$ cat config.mk
export PLATFORM = sky130hd
export DESIGN_NAME = alu_cmd_issuer
export DESIGN_NICKNAME = d
export VERILOG_FILES = /design/src/rtl/alu_cmd_issuer.sv
export SDC_FILE = /design/constraint.sdc
export NUM_CORES = 1
export LEC_CHECK = 0
export BUFFER_PORTS_ARGS = -buffer_cell sky130_fd_sc_hd__buf_2
export CAP_MARGIN = 10
export CORE_AREA = 10 10 100 102
export CTS_BUF_LIST = sky130_fd_sc_hd__clkbuf_8
export DETAILED_ROUTE_END_ITERATION = 8
export DIE_AREA = 0 0 110 112
export PLACE_DENSITY = 0.8
export SYNTH_ARGS = -nofsm -noshare
export SYNTH_HDL_FRONTEND = slang
export SYNTH_SLANG_ARGS = --single-unit
$ cat constraint.sdc
create_clock -name clock -period 3.1 [get_ports clock]
set_clock_uncertainty 0.2 [all_clocks]
set_input_delay 0.155 -clock clock [delete_from_list [all_inputs] [get_ports clock]]
set_output_delay 0.155 -clock clock [all_outputs]
set_load 0.03 [all_outputs]
$ cat src/rtl/alu_cmd_issuer.sv
// ---------------------------------------------------------------------------
// alu_cmd_issuer
//   Command issue stage in front of the register-file/ALU stage. Buffers
//   register-write and ALU commands in a DEPTH-entry FIFO. Issues at most one
//   command per clock into registered output fields. Optionally inserts a
//   one-cycle bubble when an ALU command reads the register written by the
//   write issued in the immediately preceding cycle.
//
// Build option:
//   ALU_CMD_ISSUER_HAZARD_EN - define to enable hazard detection and bubbles.
//                              When undefined, commands issue back-to-back
//                              and bubble_count stays at 0.
//
// Ports:
//   clock, reset        - single clock; synchronous active-high reset
//   in_valid/in_ready   - command handshake (accept on in_valid && in_ready)
//   in_write            - 1 = register write, 0 = ALU/read command
//   in_addr, in_data    - write address/data (in_addr is the read address
//                         when in_sel = 1)
//   in_addrop1/2        - ALU operand addresses
//   in_opcode, in_sel   - ALU operation and output select
//   hold                - blocks issue; the FIFO still accepts commands
//   addr, data, addrop1, addrop2, opcode, sel
//                       - registered command fields; hold value when idle
//   we                  - high only in a cycle that issues a write
//   issue_valid         - a command was issued this cycle
//   empty               - FIFO holds no entries
//   issued_count        - commands issued since reset (wraps)
//   bubble_count        - hazard bubbles since reset (saturates)
// ---------------------------------------------------------------------------
module alu_cmd_issuer #(
    parameter int unsigned DEPTH = 4
) (
    input  logic       clock,
    input  logic       reset,
    input  logic       in_valid,
    output logic       in_ready,
    input  logic       in_write,
    input  logic [3:0] in_addr,
    input  logic [3:0] in_data,
    input  logic [3:0] in_addrop1,
    input  logic [3:0] in_addrop2,
    input  logic [1:0] in_opcode,
    input  logic       in_sel,
    input  logic       hold,
    output logic [3:0] addr,
    output logic [3:0] data,
    output logic [3:0] addrop1,
    output logic [3:0] addrop2,
    output logic [1:0] opcode,
    output logic       sel,
    output logic       we,
    output logic       issue_valid,
    output logic       empty,
    output logic [7:0] issued_count,
    output logic [7:0] bubble_count
);

    localparam int unsigned PW = (DEPTH > 1) ? $clog2(DEPTH) : 1;
    localparam int unsigned CW = $clog2(DEPTH + 1);
    localparam int unsigned EW = 20;

    logic [EW-1:0] mem [DEPTH];
    logic [PW-1:0] wr_ptr;
    logic [PW-1:0] rd_ptr;
    logic [CW-1:0] count;

    logic [EW-1:0] in_entry;
    logic [EW-1:0] head;
    logic          head_write;
    logic [3:0]    head_addr;
    logic [3:0]    head_data;
    logic [3:0]    head_op1;
    logic [3:0]    head_op2;
    logic [1:0]    head_opcode;
    logic          head_sel;

    logic push;
    logic pop;
    logic hazard;

    assign in_ready = (count != CW'(DEPTH));
    assign empty    = (count == '0);
    assign push     = in_valid && in_ready;

    assign in_entry = {in_write, in_addr, in_data, in_addrop1, in_addrop2,
                       in_opcode, in_sel};
    assign head     = mem[rd_ptr];
    assign {head_write, head_addr, head_data, head_op1, head_op2,
            head_opcode, head_sel} = head;

`ifdef ALU_CMD_ISSUER_HAZARD_EN
    // The issued write is still visible in the output registers (we/addr),
    // so comparing against them catches a read of the register being written
    // this cycle. A bubble clears we, so the stall lasts one cycle only.
    assign hazard = !empty && !head_write && issue_valid && we &&
                    ((head_op1 == addr) || (head_op2 == addr) ||
                     (head_sel && (head_addr == addr)));
`else
    assign hazard = 1'b0;
`endif

    assign pop = !empty && !hold && !hazard;

    // Storage is not reset; only pointers and count define validity.
    always_ff @(posedge clock) begin
        if (push && !reset) begin
            mem[wr_ptr] <= in_entry;
        end
    end

    always_ff @(posedge clock) begin
        if (reset) begin
            wr_ptr <= '0;
            rd_ptr <= '0;
            count  <= '0;
        end else begin
            if (push) begin
                wr_ptr <= wr_ptr + 1'b1;
            end
            if (pop) begin
                rd_ptr <= rd_ptr + 1'b1;
            end
            case ({push, pop})
                2'b10:   count <= count + 1'b1;
                2'b01:   count <= count - 1'b1;
                default: count <= count;
            endcase
        end
    end

    always_ff @(posedge clock) begin
        if (reset) begin
            addr         <= '0;
            data         <= '0;
            addrop1      <= '0;
            addrop2      <= '0;
            opcode       <= '0;
            sel          <= 1'b0;
            we           <= 1'b0;
            issue_valid  <= 1'b0;
            issued_count <= '0;
            bubble_count <= '0;
        end else begin
            if (pop) begin
                addr         <= head_addr;
                data         <= head_data;
                addrop1      <= head_op1;
                addrop2      <= head_op2;
                opcode       <= head_opcode;
                sel          <= head_sel;
                we           <= head_write;
                issue_valid  <= 1'b1;
                issued_count <= issued_count + 8'd1;
            end else begin
                we           <= 1'b0;
                issue_valid  <= 1'b0;
            end
            if (hazard && (bubble_count != '1)) begin
                bubble_count <= bubble_count + 8'd1;
            end
        end
    end

endmodule

# --- Yosys cells after proc, flatten, opt, wreduce, memory -nomap -nowiden ---
# Memories as Yosys holds them, arrays and structs flattened. A register that Yosys moved wholly into a read port is not among the register bits.
# Cells that the tools add are included.
word_totals:
  out_inout_bits: 39
  register_bits: 36
  ram_bits: 80
  input_bits: 24
  wordCells: 37
  n_memories: 1
mem_list:
  columns: ["memory", "words", "word_bits", "read_ports", "rd_ports_with_merged_regs", "write_ports", "line", "source"]
  rows:
  - ["mem", 4, 20, 1, 1, 1, "63", "logic [EW-1:0] mem [DEPTH];"]
classes:
  mux: 6
  eq_ne: 3
  n_reduce_logical: 9
  n_bitwise: 1
  addsub: 5
ops:
  columns: ["cell", "n"]
  rows:
  - ["8-bit by 1-bit adder with 8-bit output (second input constant)", 1]
  - ["3-bit one-hot mux with 2 select lines", 1]
  - ["2-bit by 1-bit adder with 2-bit output (second input constant)", 2]
  - ["2-bit two-way mux", 2]
  - ["3-bit by 1-bit adder with 3-bit output (second input constant)", 1]
  - ["1-bit logical AND", 3]
  - ["1-bit logical NOT", 3]
  - ["3-bit logical NOT", 1]
  - ["1-bit two-way mux", 3]
  - ["3-bit inequality test (second input constant)", 1]
  - ["3-bit by 1-bit subtractor with 3-bit output (second input constant)", 1]
  - ["2-bit by 1-bit == test with 1-bit output (second input constant)", 1]
  - ["2-bit == test (second input constant)", 1]
  - ["2-bit nonzero test", 1]
  - ["2-bit OR reduction", 1]
  - ["1-bit NOT", 1]

# --- Depth between registers and ports, before layout ---
# Gate-level depths: netlist (run 1).
logic_depth:
  ltp_word: 5
  depth_mapped: 11
  depth_no_buf: 9

# --- Worst setup path before layout (run 1) ---
# No wires, ideal clock.
synth_timing:
  path_type: "flip-flop to flip-flop"
  from: "register count[0]"
  to: "register count[2]"
  slack_ns: 0.680
  t_arrival_ns: 2.150
  synth_period_minus_slack_ns: 2.420
  stages_incl_launch_ff: 10
  cell_sequence: "dfxtp_1 -> nor3b_1 -> inv_1 -> nand2_1 -> ha_1 -> inv_1 -> fa_1 -> xor2_1 -> or3_1 -> a21oi_1"
synth_between:
  elab_cells_between_ends: 11
  cone_classes: "add/sub (2); eq/ne (3); mux (1); reduce/logical (5)"
synth_rtl:
  columns: ["item", "line", "source"]
  rows:
  - ["start, declared", "66", "logic [CW-1:0] count;"]
  - ["start signal, assigned", "125", "2'b10: count <= count + 1'b1;"]
  - ["start signal, assigned", "126", "2'b01: count <= count - 1'b1;"]
  - ["start signal, assigned", "127", "default: count <= count;"]
  - ["3-bit inequality test (*)", "82", "assign in_ready = (count != CW'(DEPTH));"]
  - ["net in_ready", "37", "output logic in_ready,"]
  - ["1-bit logical AND (*)", "84", "assign push = in_valid && in_ready;"]
  - ["2-bit by 1-bit == test with 1-bit output or 2-bit == test (tied branches)", "124", "case ({push, pop})"]
  - ["3-bit one-hot mux with 2 select lines or 2-bit nonzero test (tied branches)", null, null]
# The timed path passes the listed nets; every way through them passes the cells marked *.
# A chain may end at the register's enable or synchronous reset.

# --- Worst setup path in the final report (run 1) ---
layout_timing:
  from: "register count[0]"
  to: "register count[2]"
layout_between:
  elab_chain_len: 5
  elab_cells_between_ends: 11
  cone_classes: "add/sub (2); eq/ne (3); mux (1); reduce/logical (5)"
layout_lines:
  columns: ["item", "line", "source"]
  rows:
  - ["3-bit logical NOT", "83", "assign empty = (count == '0);"]
  - ["1-bit logical NOT", "103", "assign pop = !empty && !hold && !hazard;"]
  - ["1-bit logical AND", "103", null]
  - ["2-bit by 1-bit == test with 1-bit output or 2-bit == test (tied branches)", "124", null]
  - ["3-bit one-hot mux with 2 select lines or 2-bit nonzero test (tied branches)", null, null]
# Parallel ways exist; a longest one is shown, timed or not.

==> flow_summary.ini, run 1 <==
[sta]
maxSlewHeadroom_pct = 50.4
setup_tns_ps = 0
rsz0062_at_grt = false
fmax_mhz = 390
report.final.hold_viol_count = 0
setup_violations = 0
slew_viol_final = 0
post-route-period-util_pct = 82.7
min_period_ps = 2560
worstMarginPinSlew_ps = 743

[die]
num_rows = 33
io_pins = 63
start_util_pct = 57.1
die_x_um = 110
design.core.area_um2 = 8050
fp.dieArea_um2 = 12300
die_h_um = 112

[detailed_routing]
first_pass_iters = 4
wl_met1_mm = 3.51
drt_iter0_drc = 139
drt-wirelength-per-cell_um = 18.4
drcViolationCount = 0
route.met2.wl_mm = 4.88
route.met3.wl_um = 775
avgViaCountPerCell = 5.53
via_count = 2806
routed_wl_mm = 9.31
topRoutingLayerUsed = met4
final_antenna_net_count = 0

[logic_synthesis]
ys_warn_count = 0
synth_top_family_by_area = multiplexers
post-synth-top-area-fraction_pct = 52.3
syn_avg_cell_area_um2 = 15.1
ys_types = 34
synth-simple-area-share_pct = 6.40
synthTopCellsByArea = edfxtp_1 (52%), dfxtp_1 (17%), mux4_2 (9.8%)
synth_top_area_cell = edfxtp_1
synth_xor_area_share_pct = 0.381
synth_compound_area_share_pct = 7.24
ys_ff_latch = 118
ys_seq_area_share_pct = 68.8
syn_inst = 305
syn_area_um2 = 4590
synth.mux.area_fraction_pct = 10.3
synthAdderAreaFrac_pct = 2.07

[job]
cap_violations = 0

[cells_and_area]
regArea_um2 = 3160
multi_input_area_um2 = 1240
post_route_cells_drive_above_1_share_pct = 28.2
stdcell_count = 507
fin_nets = 419
fill_cells = 546
synthToLayoutAreaGrowth_pct = 19.1
final_util_pct = 67.9

[global_route]
antenna_found_initial = 1
grt_pass1_wl_mm = 14.8
first_global_vias = 2901
grt_max_degree = 42
track_usage_pct = 15.7
overflow = 0

[status]
status = finished clean

[power]
peakVddDrop_mv = 0.323
p_leak_nw = 1.97
power_density_nw_per_um2 = 756

[critical_path]
critPathKind = reg -> reg
worstSetupStartpointType = flop
r2r_cells = 9
cp_max_fo = 4
crit_required_ps = 3240
end_kind = flop
cp.arrival_ps = 2700

[clocking]
ctsRootBufferMaster = clkbuf_8
clock_sinks = 118
cts_buffers = 17
h-tree-depth = 4
clk_latency_ps = 410
path_clk_slew_ps = 70
cts_buffer_depth = 2
cts_tree = done

[place]
place_hpwl_mm = 5.78
dp_cells = 452
io_buffers = 54
gp_congestion = 0.734

[hold_path]
hp-class = in -> reg
whs_path_depth = 2
## logic make-up after synthesis
logic type      Yosys count
simple gates             55
other cells               1
flops                   118
fa+ha+maj                 7
xor+xnor                  2
mux                      22
compound gates           62
buf+inv                  38
## per-stage QoR
stage	cell area, um^2	worst slack (ps)	power, mW	hold WS (ps)
4_1_cts	5470	528	4.17	76.0
5_1_grt	5470	299	4.34	127
3_5_place_dp	4920	547	3.00	172
2_1_floorplan	4620	680	2.77	39.3
3_3_place_gp	4920	725	2.95	166
6_report	5470	535	4.14	110
## flip-flops by register name, summed over array words and instances (netlist names), named ones only
name / count
addr: 4
addrop1: 4
addrop2: 4
count: 3
data: 4
issue_valid: 1
issued_count: 8
mem: 80
opcode: 2
rd_ptr: 2
sel: 1
we: 1
wr_ptr: 2
## cell usage after synthesis, drive strengths merged
cell type and number:
edfxtp 80, dfxtp 38, a21oi 30, o21ai 25, nand3 24, mux4 20
buf 19, inv 11, clkbuf 8, nor2 8, ha 6, and2 5
or3 4, nand2 3, o31ai 3, or4 3, a311oi 2, a31o 2
mux2 2, nor2b 2, nor3 2, xor2 2, conb 1, fa 1
nand4b 1, nor3b 1, nor4 1, nor4b 1
## layer usage
metal	global-route usage, %	vias to the layer above
met2	26.0	106
met4	7.55	0
met1	17.7	1376
li1	-	1313
met3	5.25	11
met5	0	-
## cell type report
| cell class | count | area share [%] |
|---|---|---|
| Antenna cell | 1 | 0.0457 |
| Inverter | 11 | 0.892 |
| Clock buffer | 17 | 4.28 |
| Tap cell | 105 | 2.40 |
| Sequential cell | 118 | 57.8 |
| Multi-Input combinational cell | 156 | 22.7 |
| Timing Repair Buffer | 84 | 10.1 |
| Clock inverter | 15 | 1.78 |
## placed cells by master, fill, tap and decap left out, drive strengths merged, types with 3 or more instances in the layout
cell type,n
edfxtp,80
buf,62
dfxtp,38
a21oi,30
o21ai,25
nand3,24
dlygate4sd3,22
mux4,20
clkbuf,17
inv,13
clkinv,10
nor2,8
conb,8
ha,6
and2,5
or3,4
nand2,3
o31ai,3
or4,3
## worst paths after layout
kind              end     start  slack (ps)
max          count[2]  count[0]         540
min          count[1]     reset         110
max reg2reg  count[2]  count[0]         540
min reg2reg   data[3]   data[3]         280
## where the power goes
group | leakage [nW] | switching, mW | total, mW | internal [mW]
registers | 1.04 | 0.0788 | 1.92 | 1.84
logic | 0.757 | 0.686 | 1.06 | 0.374
clock network | 0.177 | 0.556 | 1.16 | 0.604
total | 1.97 | 1.32 | 4.14 | 2.82
## critical path: stages, from the launching register on
cell and delay [ps]:
dfxtp_1 350, nor3b_1 440, inv_1 170, nand2_1 110, ha_1 180, inv_1 60
fa_1 370, xor2_1 150, or3_1 310, a21oi_1 140
## timing repair
| action | in CTS | in global routing |
|---|---|---|
| setup buffers | 0 | 0 |
| resized for setup | 0 | 0 |
| hold buffers | 22 | 0 |
| endpoints found under the hold margin | 85 | 0 |
No activity file was read; power rests on OpenSTA's default activity.
==> run 2, diff against run 1 <==
- ABC_AREA: unset -> 1
- CORE_AREA: 10 10 100 102 -> 10 10 105 107
- DIE_AREA: 0 0 110 112 -> 0 0 115 117
- PLACE_DENSITY: 0.8 -> 0.77
- clock period: 3.1 -> 2.1 ns (I/O delays scaled with it)
==> run 2 against run 1 <==
Against the previous run:
- area after synthesis is 3.1% higher
- largest cell class unchanged
- highest routed layer unchanged
- critical endpoint unchanged
- critical path type unchanged
- combinational power is 86% higher
- sequential power is 52% higher
- design area is 3.4% higher
- routed wire length is 4.6% higher
==> flow_summary.ini, run 2 <==
[detailed_routing]
drcViolationCount = 0
via_count = 3319
first_pass_iters = 4
drt_iter0_drc = 197
final_antenna_net_count = 0
routed_wl_mm = 9.74
drt-wirelength-per-cell_um = 14.7
avgViaCountPerCell = 5.02

[logic_synthesis]
syn_inst = 449
synth_edf_count = 80
netlist_top_cells_count = nor2_1 (135), edfxtp_1 (80), o21ai_0 (47)
synthTopCellsByArea = edfxtp_1 (51%), dfxtp_1 (16%), nor2_1 (11%)
ys_seq_area_share_pct = 66.8
synthArstFlopShare_pct = 0
synth_top_area_cell = edfxtp_1
syn_avg_cell_area_um2 = 10.5
post-synth-top-area-fraction_pct = 50.7
syn_area_um2 = 4740
synth_ff_type = edfxtp_1
ys_warn_count = 0
ys_types = 24
yosysMostFrequentCell = nor2_1
ys_ff_latch = 118

[die]
die_x_um = 115
die_h_um = 117
start_util_pct = 52.5
design.core.area_um2 = 9020
fp.dieArea_um2 = 13500
io_pins = 63
num_rows = 35

[clocking]
clock_sinks = 118
clk_latency_ps = 420
cts_tree = done
cts_buffer_depth = 2
h-tree-depth = 4
ctsRootBufferMaster = clkbuf_8
cts_buffers = 17
path_clk_slew_ps = 70

[cells_and_area]
top_register = mem
multi_input_area_um2 = 1310
final_cell_mix = nor2_1 (131), edfxtp_1 (80), buf_2 (54), o21ai_0 (47), nand2_1 (39)
post_route_cells_drive_above_1_share_pct = 20.4
regArea_um2 = 3160
postLayoutCellArea_um2 = 5660
diodes = 0
final_util_pct = 62.7
synthToLayoutAreaGrowth_pct = 19.5
top_regs = mem x80, issued_count x8
fill_cells = 697
largest_register_ffs = 80
fin_nets = 569
mostFrequentLayoutCell = nor2_1

[global_route]
antenna_found_initial = 0
grt_pass1_wl_mm = 15.8
track_usage_pct = 15.2
grt_max_degree = 41
overflow = 0
first_global_vias = 3354

[critical_path]
crit_required_ps = 2210
cpMostUsedCell = nand2_2
cp_max_fo = 5
cp.arrival_ps = 2130
cp_cell_sequence = nor2_4 -> nand2_2 -> nand2_2 -> ha_1 -> inv_1 -> fa_1 -> nand2_1 -> nand3_1 -> o21ai_0 -> a21oi_1
worstSetupStartpointType = flop
critPathKind = reg -> reg
cp_slowest_cell = fa_1
cp_top_family = adder cells
critPathBufInv = 1
slowest_delay_ps = 380
end_kind = flop

[power]
peakVddDrop_mv = 0.540
power_density_nw_per_um2 = 1180
p_leak_nw = 2.30

[place]
gp_congestion = 0.790
place_hpwl_mm = 6.11
io_buffers = 54
place_area_um2 = 5080

[sta]
fmax_mhz = 493
timing.hold.ws_ps = 211
slew_viol_final = 0
setup_violations = 0
worstMarginPinSlew_ps = 624
min_period_ps = 2030
report.final.hold_viol_count = 0
maxSlewHeadroom_pct = 58.3
post-route-period-util_pct = 96.5

[status]
status = finished clean

[job]
cap_violations = 0

[hold_path]
hp-class = in -> reg
==> run 2: worst register-to-register path, cell delays in order (launching register included) <==
cell     delay (ps)
dfxtp_2         340
nor2_4          160
nand2_2          90
nand2_2         110
ha_1            170
inv_1            60
fa_1            380
nand2_1          90
nand3_1          90
o21ai_0         150
a21oi_1          70
==> run 2: worst paths after layout <==
path,from,endpoint,slack [ps],depth (start not counted)
setup / recovery,count[1],count[2],70,10
hold / removal,reset,issued_count[2],210,3
setup reg to reg,count[1],count[2],70,10
hold reg to reg,issued_count[4],issued_count[4],270,2
==> run 2: logic make-up after synthesis <==
family | synth area share [%]
and+or+nand+nor | 15.3
other | 0.0792
AOI/OAI and AO/OA | 9.09
buffers and inverters | 6.39
xor gates and xnor gates | 0.370
adders and majority gates | 2.01
DFF | 66.8
==> run 2: report_power, final <==
part | switching [mW] | leakage (nW) | internal (mW)
Combinational | 1.37 | 1.08 | 0.593
Sequential | 0.141 | 1.04 | 2.77
Clock | 0.852 | 0.187 | 0.931
Total | 2.37 | 2.30 | 4.29
==> run 2: layout make-up <==
cell class / count / area share [%]
Clock buffer: 18 / 4.38
Clock inverter: 13 / 1.68
Inverter: 24 / 1.59
Multi-Input combinational cell: 285 / 23.1
Sequential cell: 118 / 55.9
Tap cell: 111 / 2.45
Timing Repair Buffer: 92 / 10.8
==> run 2: routing by layer <==
metal  up-vias  GRT usage [%]  share of wire [%]
li1       1658              -                  -
met1      1534           16.4                 38
met2       120           25.5                 53
met3         7           6.01                7.7
met4         0           7.34               0.99
met5         -              0                  0
==> run 2: per-stage QoR <==
stage | total power [mW] | instances | setup slack, ps | setup TNS [ps]
after floorplan | 4.46 | 456 | -136 | -10870
after global routing | 7.08 | 661 | -1.55 | -1.55
after CTS | 6.69 | 660 | 59.6 | 0
after global placement | 4.82 | 606 | 173 | 0
after detailed placement | 4.87 | 606 | 86.9 | 0
final | 6.66 | 661 | 73.2 | 0
==> run 2: timing repair <==
item                                    4_1_cts  5_1_grt
gates resized for setup                       0        1
endpoints found under the setup margin        0        1
endpoints found under the hold margin        86        0
hold buffers                                 23        0
setup buffers                                 0        1
